[src/rtl/mem_arb_pkg.sv]
// mem_arb_pkg: shared definitions for the memory port arbiter.
//   - arb_state_t : FSM state encoding (IDLE=0, ACCESS=1, WAIT=2, DONE=3)
//   - OWN_*       : owner codes reported on the owner output
//   - CNT_W       : width of the read-latency counter
//   - own_onehot  : owner code to {ld, dm, if} one-hot strobe vector
package mem_arb_pkg;

    typedef enum logic [1:0] {
        ST_IDLE   = 2'd0,
        ST_ACCESS = 2'd1,
        ST_WAIT   = 2'd2,
        ST_DONE   = 2'd3
    } arb_state_t;

    localparam logic [1:0] OWN_NONE = 2'd0;
    localparam logic [1:0] OWN_IF   = 2'd1;
    localparam logic [1:0] OWN_DM   = 2'd2;
    localparam logic [1:0] OWN_LD   = 2'd3;

    localparam int CNT_W = 4;

    // Bit order is {ld, dm, if}.
    function automatic logic [2:0] own_onehot(input logic [1:0] own);
        logic [2:0] v;
        v = 3'b000;
        case (own)
            OWN_IF:  v = 3'b001;
            OWN_DM:  v = 3'b010;
            OWN_LD:  v = 3'b100;
            default: v = 3'b000;
        endcase
        return v;
    endfunction

endpackage

[src/rtl/mem_arb_pick.sv]
// mem_arb_pick: combinational winner selection for the memory port arbiter.
// Ports:
//   i_if_req, i_dm_req, i_ld_req : pending requests
//   i_rr_if_pri                  : 1 = fetch wins an if/dm tie, 0 = data wins
//   o_owner                      : winning owner code (OWN_NONE if no request)
//   o_rr_upd                     : 1 when the winner is if or dm, so the
//                                  round-robin pointer must advance
module mem_arb_pick
    import mem_arb_pkg::*;
(
    input  logic       i_if_req,
    input  logic       i_dm_req,
    input  logic       i_ld_req,
    input  logic       i_rr_if_pri,
    output logic [1:0] o_owner,
    output logic       o_rr_upd
);

    always_comb begin
        o_owner  = OWN_NONE;
        o_rr_upd = 1'b0;
        if (i_ld_req) begin
            // Loader overrides everything and leaves the pointer untouched.
            o_owner = OWN_LD;
        end else if (i_if_req && i_dm_req) begin
            o_owner  = i_rr_if_pri ? OWN_IF : OWN_DM;
            o_rr_upd = 1'b1;
        end else if (i_if_req) begin
            o_owner  = OWN_IF;
            o_rr_upd = 1'b1;
        end else if (i_dm_req) begin
            o_owner  = OWN_DM;
            o_rr_upd = 1'b1;
        end
    end

endmodule

[src/rtl/mem_port_arbiter.sv]
// mem_port_arbiter: shares one synchronous RAM port between instruction
// fetch (if), data load/store (dm) and the boot/debug loader (ld).
// One transaction at a time: IDLE -> ACCESS -> [WAIT x LAT] -> DONE -> IDLE.
// Ports:
//   clk, rst                     : clock, asynchronous active-high reset
//   if_req/if_addr               : fetch read request
//   dm_*/ld_*                    : data and loader requests (we=1 write)
//   *_gnt                        : one-cycle pulse in the ACCESS cycle
//   *_done                       : one-cycle pulse when the transaction ends
//   rdata                        : registered read data, valid with *_done
//   busy, owner                  : status (owner 0 none, 1 if, 2 dm, 3 ld)
//   mem_en/we/addr/wdata         : RAM command, non-zero only in ACCESS
//   mem_rdata                    : RAM read data, LAT cycles after mem_en
module mem_port_arbiter
    import mem_arb_pkg::*;
#(
    parameter int AW  = 32,
    parameter int DW  = 32,
    parameter int LAT = 1
) (
    input  logic          clk,
    input  logic          rst,
    input  logic          if_req,
    input  logic [AW-1:0] if_addr,
    input  logic          dm_req,
    input  logic          dm_we,
    input  logic [AW-1:0] dm_addr,
    input  logic [DW-1:0] dm_wdata,
    input  logic          ld_req,
    input  logic          ld_we,
    input  logic [AW-1:0] ld_addr,
    input  logic [DW-1:0] ld_wdata,
    output logic          if_gnt,
    output logic          dm_gnt,
    output logic          ld_gnt,
    output logic          if_done,
    output logic          dm_done,
    output logic          ld_done,
    output logic [DW-1:0] rdata,
    output logic          busy,
    output logic [1:0]    owner,
    output logic          mem_en,
    output logic          mem_we,
    output logic [AW-1:0] mem_addr,
    output logic [DW-1:0] mem_wdata,
    input  logic [DW-1:0] mem_rdata
);

    arb_state_t       r_state;
    arb_state_t       w_state_nxt;
    logic [1:0]       r_owner;
    logic [AW-1:0]    r_addr;
    logic             r_we;
    logic [DW-1:0]    r_wdata;
    logic [CNT_W-1:0] r_cnt;
    logic             r_rr_if_pri;
    logic [2:0]       r_gnt;   // {ld, dm, if}
    logic [2:0]       r_done;  // {ld, dm, if}
    logic [DW-1:0]    r_rdata;
    logic             r_busy;

    logic [1:0]       w_win;
    logic             w_rr_upd;
    logic             w_any_req;
    logic             w_cnt_last;
    logic [AW-1:0]    w_sel_addr;
    logic             w_sel_we;
    logic [DW-1:0]    w_sel_wdata;
    logic             w_access;

    mem_arb_pick u_pick (
        .i_if_req    (if_req),
        .i_dm_req    (dm_req),
        .i_ld_req    (ld_req),
        .i_rr_if_pri (r_rr_if_pri),
        .o_owner     (w_win),
        .o_rr_upd    (w_rr_upd)
    );

    assign w_any_req  = if_req | dm_req | ld_req;
    assign w_cnt_last = (r_cnt == CNT_W'(1));

    // Winner's command, captured on IDLE -> ACCESS. Fetch is always a read.
    always_comb begin
        w_sel_addr  = '0;
        w_sel_we    = 1'b0;
        w_sel_wdata = '0;
        case (w_win)
            OWN_IF: begin
                w_sel_addr = if_addr;
            end
            OWN_DM: begin
                w_sel_addr  = dm_addr;
                w_sel_we    = dm_we;
                w_sel_wdata = dm_wdata;
            end
            OWN_LD: begin
                w_sel_addr  = ld_addr;
                w_sel_we    = ld_we;
                w_sel_wdata = ld_wdata;
            end
            default: ;
        endcase
    end

    always_comb begin
        w_state_nxt = r_state;
        case (r_state)
            ST_IDLE:   if (w_any_req) w_state_nxt = ST_ACCESS;
            ST_ACCESS: w_state_nxt = r_we ? ST_DONE : ST_WAIT;
            ST_WAIT:   if (w_cnt_last) w_state_nxt = ST_DONE;
            ST_DONE:   w_state_nxt = ST_IDLE;
            default:   w_state_nxt = ST_IDLE;
        endcase
    end

    always_ff @(posedge clk or posedge rst) begin
        if (rst) begin
            r_state     <= ST_IDLE;
            r_owner     <= OWN_NONE;
            r_addr      <= '0;
            r_we        <= 1'b0;
            r_wdata     <= '0;
            r_cnt       <= '0;
            r_rr_if_pri <= 1'b0;  // dm wins the first tie
            r_gnt       <= '0;
            r_done      <= '0;
            r_rdata     <= '0;
            r_busy      <= 1'b0;
        end else begin
            r_state <= w_state_nxt;
            r_gnt   <= '0;
            r_done  <= '0;
            r_busy  <= (w_state_nxt != ST_IDLE);
            case (r_state)
                ST_IDLE: begin
                    if (w_any_req) begin
                        r_owner <= w_win;
                        r_addr  <= w_sel_addr;
                        r_we    <= w_sel_we;
                        r_wdata <= w_sel_wdata;
                        r_gnt   <= own_onehot(w_win);
                        // The side just served loses the next tie.
                        if (w_rr_upd) r_rr_if_pri <= (w_win == OWN_DM);
                    end
                end
                ST_ACCESS: begin
                    if (r_we) r_done <= own_onehot(r_owner);
                    else      r_cnt  <= CNT_W'(LAT);
                end
                ST_WAIT: begin
                    r_cnt <= r_cnt - 1'b1;
                    if (w_cnt_last) begin
                        r_rdata <= mem_rdata;
                        r_done  <= own_onehot(r_owner);
                    end
                end
                ST_DONE: begin
                    r_owner <= OWN_NONE;
                end
                default: ;
            endcase
        end
    end

    assign if_gnt  = r_gnt[0];
    assign dm_gnt  = r_gnt[1];
    assign ld_gnt  = r_gnt[2];
    assign if_done = r_done[0];
    assign dm_done = r_done[1];
    assign ld_done = r_done[2];
    assign rdata   = r_rdata;
    assign busy    = r_busy;
    assign owner   = r_owner;

    // RAM command decodes straight from state so it drops in the reset cycle.
    assign w_access  = (r_state == ST_ACCESS);
    assign mem_en    = w_access;
    assign mem_we    = w_access & r_we;
    assign mem_addr  = w_access ? r_addr  : '0;
    assign mem_wdata = w_access ? r_wdata : '0;

endmodule

[config.mk]
export PLATFORM = sky130hd
export DESIGN_NAME = mem_port_arbiter
export DESIGN_NICKNAME = d
export VERILOG_FILES = /design/src/rtl/mem_arb_pkg.sv /design/src/rtl/mem_arb_pick.sv /design/src/rtl/mem_port_arbiter.sv
export SDC_FILE = /design/constraint.sdc
export NUM_CORES = 1
export LEC_CHECK = 0
export BUFFER_PORTS_ARGS = -buffer_cell sky130_fd_sc_hd__buf_2
export CAP_MARGIN = 20
export CELL_PAD_IN_SITES_DETAIL_PLACEMENT = 1
export CELL_PAD_IN_SITES_GLOBAL_PLACEMENT = 1
export CORE_ASPECT_RATIO = 1.25
export CORE_MARGIN = 8
export CORE_UTILIZATION = 38
export DETAILED_ROUTE_END_ITERATION = 12
export HOLD_SLACK_MARGIN = 0.08
export PLACE_DENSITY = 0.92
export SLEW_MARGIN = 20
export SYNTH_ARGS = -nofsm -noshare
export SYNTH_HDL_FRONTEND = slang
export SYNTH_HIERARCHICAL = 1
export SYNTH_SLANG_ARGS = --single-unit
[constraint.sdc]
create_clock -name clk -period 5.55 [get_ports clk]
set_input_delay 0.2775 -clock clk [delete_from_list [all_inputs] [get_ports clk]]
set_output_delay 0.2775 -clock clk [all_outputs]
set_load 0.02 [all_outputs]
### Word level (Yosys, flattened, before mapping)

Cells that the tools add are included.

| word-level totals | value |
|---|---|
| register bits after elaboration | 113 |
| input port bits | 199 |
| output and inout port bits | 107 |
| logic and storage cells | 66 |

| operators by class | value |
|---|---|
| $add $sub $neg | 1 |
| equality and inequality tests | 12 |
| mux-type cells | 29 |
| bitwise operators | 3 |
| reductions and logical operators | 10 |

Operators with widths:

| operator | count |
|---|---|
| 32-bit case mux with 3 select lines | 1 |
| 32-bit two-way mux | 2 |
| 32-bit case mux with 2 select lines | 1 |
| 3-bit case mux with 3 select lines | 2 |
| 2-bit two-way mux | 8 |
| 2-bit equality test (second input constant) | 6 |
| 3-bit two-way mux | 4 |
| 2-bit case mux with 4 select lines | 1 |
| 4-bit case mux with 2 select lines | 1 |
| 2-bit AND reduction | 4 |
| 2-bit by 1-bit equality test with 1-bit output (second input constant) | 3 |
| 3-bit case mux with 2 select lines | 1 |
| 2-bit nonzero test | 3 |
| 1-bit two-way mux | 5 |
| 4-bit by 1-bit equality test with 1-bit output (second input constant) | 1 |
| 4-bit two-way mux | 1 |
| 2-bit inequality test (second input constant) | 2 |
| 2-bit case mux with 2 select lines | 1 |
| 4-bit by 1-bit subtractor with 4-bit output (second input constant) | 1 |
| 3-bit AND reduction | 1 |
| 2-bit zero test | 1 |
| 1-bit bitwise OR | 2 |
| 1-bit case mux with 2 select lines | 1 |
| 1-bit AND | 1 |
| 1-bit logical AND | 1 |

### Longest topological paths before layout

Gate-level depths: netlist of the first run.

| depth | value |
|---|---|
| depth in word-level cells | 8 |
| gate-level depth with buffers | 7 |
| gate-level depth less buffers | 5 |

### By module

The synthesis of the first run kept the hierarchy.

By module, submodules not included:

| module | times used | cells an instance | area an instance (sq um) | seq. area each (sq um) |
|---|---|---|---|---|
| mem_port_arbiter | 1 | 533 | 6249.7 | 2827.7 |
| mem_arb_pick | 1 | 6 | 32.5 | 0.0 |

### Least setup slack after synthesis of the first run

Ideal clock, no wire load.

| path | value |
|---|---|
| path kind | register to output |
| start point | register r_state[1] |
| end point | output mem_addr[0] |
| arrival time | 1.507 ns |
| required time | 5.273 ns |
| setup slack | 3.765 ns |
| stages on the path, launching flop included | 6 |
| path buffers | 2 |
| cell sequence | dfrtp_1 > inv_1 > ha_1 > clkbuf_1 > clkbuf_1 > and2_1 |

| on the way | value |
|---|---|
| longest elaborated chain between the ends | 2 |

Ends and longest elaborated chain:

| item | RTL line | text |
|---|---|---|
| from (decl) | mem_port_arbiter.sv:49 | `arb_state_t r_state;` |
| from (signal assigned) | mem_port_arbiter.sv:131 | `r_state <= w_state_nxt;` |
| 2-bit by 1-bit equality test with 1-bit output | mem_port_arbiter.sv:177 | `assign w_access = (r_state == ST_ACCESS);` |
| via mem_en | mem_port_arbiter.sv:42 | `output logic mem_en,` |
| 32-bit two-way mux | mem_port_arbiter.sv:180 | `assign mem_addr = w_access ? r_addr : '0;` |
| to (decl) | mem_port_arbiter.sv:44 | `output logic [AW-1:0] mem_addr,` |

The timed path passes the listed nets, and every way through them passes these cells.

### Final worst setup path of the first run

| path | value |
|---|---|
| start point | register r_rr_if_pri |
| end point | register r_addr[28] |

| on the way | value |
|---|---|
| longest elaborated chain between the ends | 5 |
| elaborated cells between the ends (all ways) | 7 |
| classes of those cells | 3 x eq/ne; 4 x mux |

Ends and longest elaborated chain:

| item | RTL line | text |
|---|---|---|
| from (decl) | mem_port_arbiter.sv:56 | `logic r_rr_if_pri;` |
| from (signal assigned) | mem_port_arbiter.sv:144 | `if (w_rr_upd) r_rr_if_pri <= (w_win == OWN_DM);` |
| 2-bit two-way mux * | mem_arb_pick.sv:26 | `o_owner = i_rr_if_pri ? OWN_IF : OWN_DM;` |
| 2-bit two-way mux * | mem_arb_pick.sv:25 | `end else if (i_if_req && i_dm_req) begin` |
| 2-bit two-way mux * | mem_arb_pick.sv:22 | `if (i_ld_req) begin` |
| via w_win[0] | mem_port_arbiter.sv:62 | `logic [1:0] w_win;` |
| 2-bit equality test or 2-bit by 1-bit equality test with 1-bit output (tied branches) | mem_port_arbiter.sv:88 | `case (w_win)` |
| 32-bit case mux with 3 select lines * | mem_port_arbiter.sv:88 |  |
| to (signal assigned) | mem_port_arbiter.sv:139 | `r_addr <= w_sel_addr;` |
| to (decl) | mem_port_arbiter.sv:52 | `logic [AW-1:0] r_addr;` |

The timed path passes the listed nets; every way through them passes the cells marked *.
A chain may end at the register's enable or synchronous reset.

==> results.yml, run 1 <==
worst_setup_path:
  crit_fanout: 36
  critical_path_required_ps: 5870
  regToRegSetupSlack_ps: 2420
  arrival_ps: 3460
  criticalPathCategory: "flip-flop to flip-flop"
  cp-start-kind: "flip-flop"
  end_kind: "flip-flop"
sta:
  drv_slew: 0
  finalSetupTns_ps: 0
  fin_ws_ps: 2420
  period_share_pct: 56.5
  rsz0062_at_grt: "false"
  fmax_mhz: 319
  hold_viol: 0
  setup_violations: 0
  relSlewSlack_pct: 40.1
  worst_pin_slew_ps: 899
  period_minus_slack_ps: 3130
  final.setup_skew_ps: 8.43
clock_network:
  cts_setup_buffers: 0
  cts_buffers: 17
  clock-root-buffer: "clkbuf_16"
  clk_pin_slew_ps: 60
  cts_max_level: 4
  cts_tree: "built"
  clock-sinks: 113
  clockBufferDepth: 2
  clock_latency_ps: 420
synth:
  synth-edff-count: 0
  synth_warnings: 6
  syn_nets: 744
  ys_ff_latch: 113
  syn_area_per_cell_um2: 11.7
  async_reset_ff_share_pct: 100
  yosysTopAreaCell: "dfrtp_1"
  synth_area_um2: 6280
  yosys_most_used_dff: "dfrtp_1"
  yosys.cell_count.top_type: "dfrtp_1"
  synth.top_cell.area_share_pct: 45.0
  syn_inst: 539
  synth.area.top_cells: "dfrtp_1, mux2_4, a221oi_2"
  synth.distinct_cells: 37
  synth_common_cells: "dfrtp_1, nor2_1, and2_1"
  synth.yosys.seq_area_share_pct: 45.0
global_routing:
  grt_pass1_wl_um: 35800
  gr-max-usage-layer: "met2"
  grt_util_met1_pct: 22.5
  grt_overflow: 0
  grt_pass1_vias: 6245
  grt_usage_pct: 22.5
  antenna_found_initial: 4
  grt_max_degree: 71
  met3_usage_pct: 6.80
  gr-usage-met2_pct: 41.2
die:
  rows: 52
  initial_core_util_pct: 38.8
  ioPinCount: 306
  die_area_um2: 20900
  fp.dieW_um: 131
  die_h_um: 160
  core_area_um2: 16200
placement:
  dp_hpwl_um: 16000
  pre_cts_ws_ps: 2640
  io_buffers: 305
  placed_area_um2: 7880
  gp_congestion: 0.765
power:
  ir_drop_mv: 0.205
  p_leak_nw: 4.51
  finalPower_mw: 4.71
  power_density_nw_per_um2: 543
layout:
  fin_util_pct: 53.5
  drive_above_1_share_pct: 52.0
  stdcell_area_um2: 8670
  num-fill-cells: 1836
  syn_to_final_growth_pct: 38.0
  finalNetCount: 1051
job:
  maxCapViolations: 0
min_path:
  min_path_type: "input port to flip-flop"
drt:
  drt-total-wl_um: 24000
  dr.pass1.iters: 4
  num_vias: 5535
  wl_per_cell_um: 22.3
  drtIter0Drc: 227
  ant_nets: 0
  viasPerCell: 5.13
  drc: 0
outcome:
  status: "completed"
[critical path: stages, from the launching register on]
cell,delay (ps)
dfrtp_1,380
nand2b_1,210
a21o_4,560
buf_4,630
nor2b_4,250
buf_4,490
a221oi_1,200
nor2_1,210
[layer usage]
layer	wire [um]	vias to the layer above
li1	-	2517
met1	8330	2738
met2	13100	236
met3	1970	44
met4	663	0
met5	0	-
[logic make-up after synthesis]
family | share of synthesized area, %
AND/OR/NAND/NOR | 14.1
buffers and inverters | 5.30
multiplexers | 20.4
AO/OA/AOI/OAI | 14.0
adder cells (fa/ha/maj) | 1.19
flip-flops | 45.0
[state kept, by name, summed over array words and instances, names as in the netlist]
name,cells
busy,1
r_wdata,32
r_state,2
owner,2
r_done,3
r_rr_if_pri,1
rdata,32
r_we,1
r_addr,32
r_cnt,4
r_gnt,3
[layout by cell type (no fill, tap or decap), types with 3 or more instances in the layout]
| master | count |
|---|---|
| buf_2 | 305 |
| dfrtp_1 | 113 |
| nor2_1 | 71 |
| and2_1 | 65 |
| mux2_4 | 58 |
| nand2_1 | 37 |
| mux2i_1 | 33 |
| o31ai_1 | 33 |
| a221oi_2 | 31 |
| dlygate4sd3_1 | 20 |
| clkbuf_16 | 17 |
| inv_1 | 7 |
| buf_4 | 7 |
| mux2_1 | 5 |
| ha_1 | 5 |
| inv_6 | 5 |
| diode_2 | 4 |
| o21ai_1 | 4 |
| clkinvlp_4 | 4 |
| o2bb2ai_1 | 3 |
| nand2b_1 | 3 |
[area by class of cell]
class                           count  area [um^2]  area share (%)
Antenna cell                        4         10.0           0.115
Clock buffer                       17          425            4.91
Clock inverter                     15          149            1.72
Inverter                            9         36.3           0.419
Multi-Input combinational cell    372         3150            36.4
Sequential cell                   113         2830            32.6
Tap cell                          216          270            3.12
Timing Repair Buffer              333         1800            20.8
[what timing repair did]
action,CTS,global route
endpoints found under the hold margin,61,1
gates resized for setup,0,0
endpoints found under the setup margin,0,0
hold buffers,19,1
[path summary, 6_finish.rpt]
kind	startpoint	to	depth (start not counted)
worst min-delay path	mem_rdata[26]	rdata[26]	2
worst max register to register	r_rr_if_pri	r_addr[28]	7
worst max-delay path	r_rr_if_pri	r_addr[28]	7
worst min register to register	r_wdata[7]	r_wdata[7]	2
min in group asynchronous	rst	r_addr[1]	3
max in group asynchronous	rst	r_gnt[2]	4
[metrics by stage]
stage	hold slack, ps	std cells
6_report	94.1	1079
5_1_grt	80.7	1079
4_1_cts	80.5	1074
3_5_place_dp	389	1023
3_3_place_gp	388	1022
2_1_floorplan	412	539
[report_power, final]
part / leakage [nW] / switching [mW] / internal, mW
registers: 1.36 / 0.238 / 1.22
clock network: 0.271 / 0.440 / 0.628
logic: 2.88 / 1.31 / 0.877
(Power assumes the default switching activity.)
==> run 2, diff against run 1 <==
ABC_AREA = 1   (was unset)
CORE_UTILIZATION = 30   (was 38)
PLACE_DENSITY = 0.85   (was 0.92)
clock period = 3.1 ns   (was 5.55 ns; I/O delays follow)
==> run 2 against run 1 <==
Sequential cell count did not move. Cell area rose by 13%. Utilization shrank 2.9 points. Clock skew rose by 0.50 ps. Largest cell class is now buffers.
==> results.yml, run 2 <==
placement:
  io_buffers: 305
  gp_congestion: 0.796
  placed_area_um2: 7710
  dp_hpwl_um: 17400
  pre_cts_ws_ps: 1010
  dp_cells: 1428
worst_setup_path:
  crit_end: "r_wdata[5]"
  end_kind: "flip-flop"
  reg2reg_from: "r_rr_if_pri"
  arrival_ps: 3020
  reg2reg_depth: 11
  crit_fanout: 27
  regToRegSetupSlack_ps: 430
  critical_path_required_ps: 3450
  criticalPathCategory: "flip-flop to flip-flop"
  cp-start-kind: "flip-flop"
  crit_start: "r_rr_if_pri"
  reg2reg_to: "r_wdata[5]"
clock_network:
  clock_latency_ps: 410
  clock-root-buffer: "clkbuf_16"
  clock-sinks: 113
  cts_resized: 0
  cts_max_level: 4
  cts_buffers: 17
  cts_hold_buf: 149
  clk_pin_slew_ps: 60
  clockBufferDepth: 2
  cts_setup_buffers: 0
  cts_tree: "built"
sta:
  fin_hold_ws_ps: 95.3
  setup_violations: 0
  final.setup_skew_ps: 8.93
  drv_slew: 0
  period_minus_slack_ps: 2670
  worst_pin_slew_ps: 997
  relSlewSlack_pct: 33.5
  fin_ws_ps: 427
  rsz0062_at_grt: "false"
  period_share_pct: 86.2
  fmax_mhz: 374
  hold_viol: 0
  finalSetupTns_ps: 0
power:
  ir_drop_mv: 0.396
  power_density_nw_per_um2: 856
  p_leak_nw: 6.08
drt:
  drc: 0
  ant_nets: 0
  drtIter0Drc: 296
  num_vias: 7486
  wl_per_cell_um: 18.2
  viasPerCell: 4.65
  dr.pass1.iters: 4
  drt-total-wl_um: 29300
global_routing:
  grt_max_degree: 71
  grt_pass1_wl_um: 46600
  antenna_found_initial: 3
  grt_pass1_vias: 8681
  grt_overflow: 0
  grt_usage_pct: 24.2
synth:
  synth_top_family_by_area: "simple AND/OR/NAND/NOR gates"
  synth_common_cells: "nand2_1, dfrtp_1, inv_1"
  yosys.cell_count.top_type: "nand2_1"
  synth_area_um2: 5930
  yosys_most_used_dff: "dfrtp_1"
  async_reset_ff_share_pct: 100
  synth.yosys.seq_area_share_pct: 47.7
  synth_compound_area_share_pct: 0.697
  syn_nets: 1096
  synthMuxAreaShare_pct: 0
  synth.area.top_cells: "dfrtp_1, nand2_1, inv_1"
  synth.top_cell.area_share_pct: 47.7
  ys_ff_latch: 113
  synth.distinct_cells: 19
  yosysTopAreaCell: "dfrtp_1"
  synth_warnings: 6
  synthSimpleGateAreaFrac_pct: 40.9
  syn_inst: 891
  synth-edff-count: 0
  synth_xor_area_share_pct: 0.148
  synth_fa_ha_area_share_pct: 1.27
  syn_area_per_cell_um2: 6.65
job:
  maxCapViolations: 0
die:
  fp.dieW_um: 142
  core_area_um2: 19400
  rows: 57
  ioPinCount: 306
  die_h_um: 173
  initial_core_util_pct: 30.6
  die_area_um2: 24500
layout:
  stdcell_area_um2: 9810
  drive_above_1_share_pct: 26.4
  final_common_cell: "nand2_1"
  num-fill-cells: 2521
  finalNetCount: 1536
  fin_cells: 1610
  syn_to_final_growth_pct: 65.5
  layout_common_cells: "nand2_1, buf_2, dlygate4sd3_1"
min_path:
  holdPathStages: 5
  min_path_type: "input port to flip-flop"
outcome:
  status: "completed"
==> run 2: how the worst min path moves through the flow <==
stage / start / endpoint / slack [ps]
floorplan: mem_rdata[0] / rdata[0] / 260
global placement: rst / rdata[13] / 290
detailed placement: rst / rdata[11] / 300
CTS: ld_wdata[17] / r_wdata[17] / 80
global route: if_addr[24] / r_addr[24] / 100
finish: if_addr[24] / r_addr[24] / 100
==> run 2: final cells by class <==
class	count	area, um^2	area share [%]
multi-input cells	645	2570	26.2
clock inverters	12	158	1.61
inverters	89	338	3.44
clock buffers	19	443	4.52
diodes	2	5.00	0.0510
repair buffers	465	3140	32.0
well taps	265	332	3.38
flip-flops and latches	113	2830	28.8
==> run 2: critical path, cell delays in order (launching register included) <==
cell and delay [ps]:
dfrtp_1 370, inv_1 60, nand2_1 60, nand3_1 220
inv_2 80, nor2_4 620, buf_4 340, nand2_1 90
nand2_1 70, dlygate4sd3_1 560, nand2_1 70, nand2_1 90
==> run 2: kinds of logic after synthesis <==
family | after synthesis
fa+ha+maj | 6
buf+inv | 133
flops | 113
simple gates | 630
compound gates | 8
xor+xnor | 1
==> run 2: through the flow <==
step	total power, mW	util (%)
after floorplan	4.72	-
after global placement	5.85	39.8
after detailed placement	5.99	39.8
after CTS	8.32	50.5
after global routing	8.99	50.6
final	8.40	50.6
==> run 2: report_power, final <==
group	total (mW)	switching [mW]	leakage, nW	internal, mW
Clock	2.02	0.731	0.286	1.29
Combinational	3.84	2.54	4.37	1.30
Sequential	2.54	0.402	1.42	2.14
==> run 2: per-layer routing <==
layer	vias up	global-route usage, %	wire length, um
met2	296	43.2	15100
met5	-	0	10
met3	63	6.83	1870
met1	3624	25.7	11400
li1	3501	-	-
met4	2	11.1	978
==> run 3, diff against run 2 <==
CORE_UTILIZATION = 31   (was 30)
CTS_BUF_LIST = sky130_fd_sc_hd__clkbuf_8   (was unset)
PLACE_DENSITY = 0.87   (was 0.85)
==> run 3 against run 2 <==
Die area shrank 2.9%. Non-clock buffer count rose by 14. Fmax shrank 6.7%. Register-to-register slack lost 190 ps. Critical path depth did not move. Largest cell class unchanged. Count of clock-buffer cells in the layout did not move. Cell area decreased by 1.8%. Clock power is 37% lower. Critical endpoint is now r_addr[17].
==> results.yml, run 3 (synthesized netlist as in run 2, its figures left out) <==
die:
  ioPinCount: 306
  fp.dieW_um: 140
  initial_core_util_pct: 31.6
  rows: 56
  die_area_um2: 23800
  core_area_um2: 18800
  die_h_um: 171
min_path:
  min_from: "dm_wdata[10]"
  holdPathStages: 5
  hold_end: "r_wdata[10]"
  min_path_type: "input port to flip-flop"
clock_network:
  clock_latency_ps: 430
  clk_pin_slew_ps: 70
  clock-root-buffer: "clkbuf_8"
  cts_buffers: 17
  cts_max_level: 4
  cts_tree: "built"
  clock-sinks: 113
  clockBufferDepth: 2
power:
  comb_power_share_pct: 50.5
  p_int_mw: 4.11
  seq_power_share_pct: 32.9
  p_sw_mw: 3.62
  ir_drop_mv: 0.283
  swShare_pct: 46.9
  power_density_nw_per_um2: 802
  p_clk_share_pct: 16.6
  p_leak_nw: 6.02
worst_setup_path:
  criticalPathCategory: "flip-flop to flip-flop"
  cpMaxStageDelayCell: "nor2_4"
  cpLargestDelayFamily: "simple AND/OR/NAND/NOR gates"
  regToRegSetupSlack_ps: 230
  cp-start-kind: "flip-flop"
  critPathBufInv: 4
  critical_path_required_ps: 3450
  reg2reg_from: "r_rr_if_pri"
  path_cells: "inv_1 > nand2_1 > nand3_1 > inv_2 > nor2_4 > buf_4 > nand2_1 > nand3_1 > dlygate4sd3_1 > nand2_1 > nand2_1"
  reg2reg_to: "r_addr[17]"
  crit_path_frequent_cell: "nand2_1"
  arrival_ps: 3220
  crit_fanout: 31
  worst-path-stages: 11
  reg2reg_depth: 11
  max_stage_delay_ps: 630
  end_kind: "flip-flop"
sta:
  drv_slew: 0
  hold_viol: 0
  final.setup_skew_ps: 13.6
  setup_violations: 0
  finalSetupTns_ps: 0
  relSlewSlack_pct: 35.1
  period_minus_slack_ps: 2870
  rsz0062_at_grt: "false"
  fin_hold_ws_ps: 150
  fmax_mhz: 349
  period_share_pct: 92.4
  worst_pin_slew_ps: 972
layout:
  finalNetCount: 1550
  drive_above_1_share_pct: 26.0
  num-fill-cells: 2448
  syn_to_final_growth_pct: 62.6
  layout_common_cells: "nand2_1, buf_2, dlygate4sd3_1"
  final_common_cell: "nand2_1"
drt:
  drtIter0Drc: 294
  dr.pass1.iters: 4
  drc: 0
  viasPerCell: 4.74
  num_vias: 7550
  ant_nets: 0
  wl_per_cell_um: 18.8
  drt-total-wl_um: 29900
job:
  maxCapViolations: 0
global_routing:
  grt_pass1_wl_um: 47100
  antenna_found_initial: 3
  grt_overflow: 0
  grt_usage_pct: 25.1
  grt_max_degree: 114
  grt_pass1_vias: 8868
placement:
  dp_hpwl_um: 16900
  gp_congestion: 0.802
  io_buffers: 305
outcome:
  status: "completed"
-- run 3: how the worst max path moves through the flow --
stage,to,slack [ps],from
finish,r_addr[17],230,r_rr_if_pri
global route,r_addr[17],20,r_rr_if_pri
CTS,r_addr[26],350,r_rr_if_pri
detailed placement,r_addr[24],900,r_rr_if_pri
global placement,r_addr[24],960,r_rr_if_pri
floorplan,mem_wdata[10],1490,r_state[1]
-- run 3: through the flow --
| step | setup WS (ps) | power (mW) | util (%) | std cells | area [um^2] |
|---|---|---|---|---|---|
| 2_1_floorplan | 1490 | 4.72 | - | 891 | 5930 |
| 6_report | 235 | 7.73 | 51.3 | 1592 | 9640 |
| 4_1_cts | 349 | 7.56 | 51.3 | 1588 | 9630 |
| 5_1_grt | 24.3 | 8.30 | 51.3 | 1591 | 9630 |
| 3_5_place_dp | 903 | 5.95 | 40.7 | 1395 | 7640 |
| 3_3_place_gp | 961 | 5.80 | 40.7 | 1395 | 7640 |
-- run 3: metal layers --
metal | GRT usage (%) | up-vias | wire length, um
met5 | 0 | - | 0
met4 | 13.4 | 0 | 1270
met3 | 7.64 | 75 | 2040
met2 | 46.4 | 314 | 15800
met1 | 24.9 | 3637 | 10800
li1 | - | 3524 | -
-- run 3: final cells by class --
type	count	area (um^2)	share of cell area, %
Tap cell	232	290	3.01
Timing Repair Buffer	479	3250	33.8
Sequential cell	113	2830	29.3
Clock buffer	19	262	2.71
Inverter	89	338	3.51
Antenna cell	4	10.0	0.104
Multi-Input combinational cell	645	2560	26.6
Clock inverter	11	92.6	0.961
-- run 3: what timing repair did --
item,4_1_cts,5_1_grt
hold endpoints to repair,211,0
resized for setup,0,0
buffers inserted,0,0
hold buffers,163,0
-- run 3: worst reg2reg max path: stages (launching register included) --
cell and delay, ps:
dfrtp_1 380, inv_1 50, nand2_1 60, nand3_1 210, inv_2 70, nor2_4 630
buf_4 410, nand2_1 90, nand3_1 100, dlygate4sd3_1 580, nand2_1 90, nand2_1 120
-- run 3: power by group through the flow --
| stage | sequential, mW | combinational (mW) | clock, mW |
|---|---|---|---|
| CTS | 2.50 | 3.75 | 1.32 |
| finish | 2.54 | 3.90 | 1.28 |
| floorplan | 2.73 | 1.99 | 0 |
| global route | 2.62 | 4.30 | 1.38 |
| global placement | 2.47 | 3.32 | 0 |
| detailed placement | 2.51 | 3.44 | 0 |
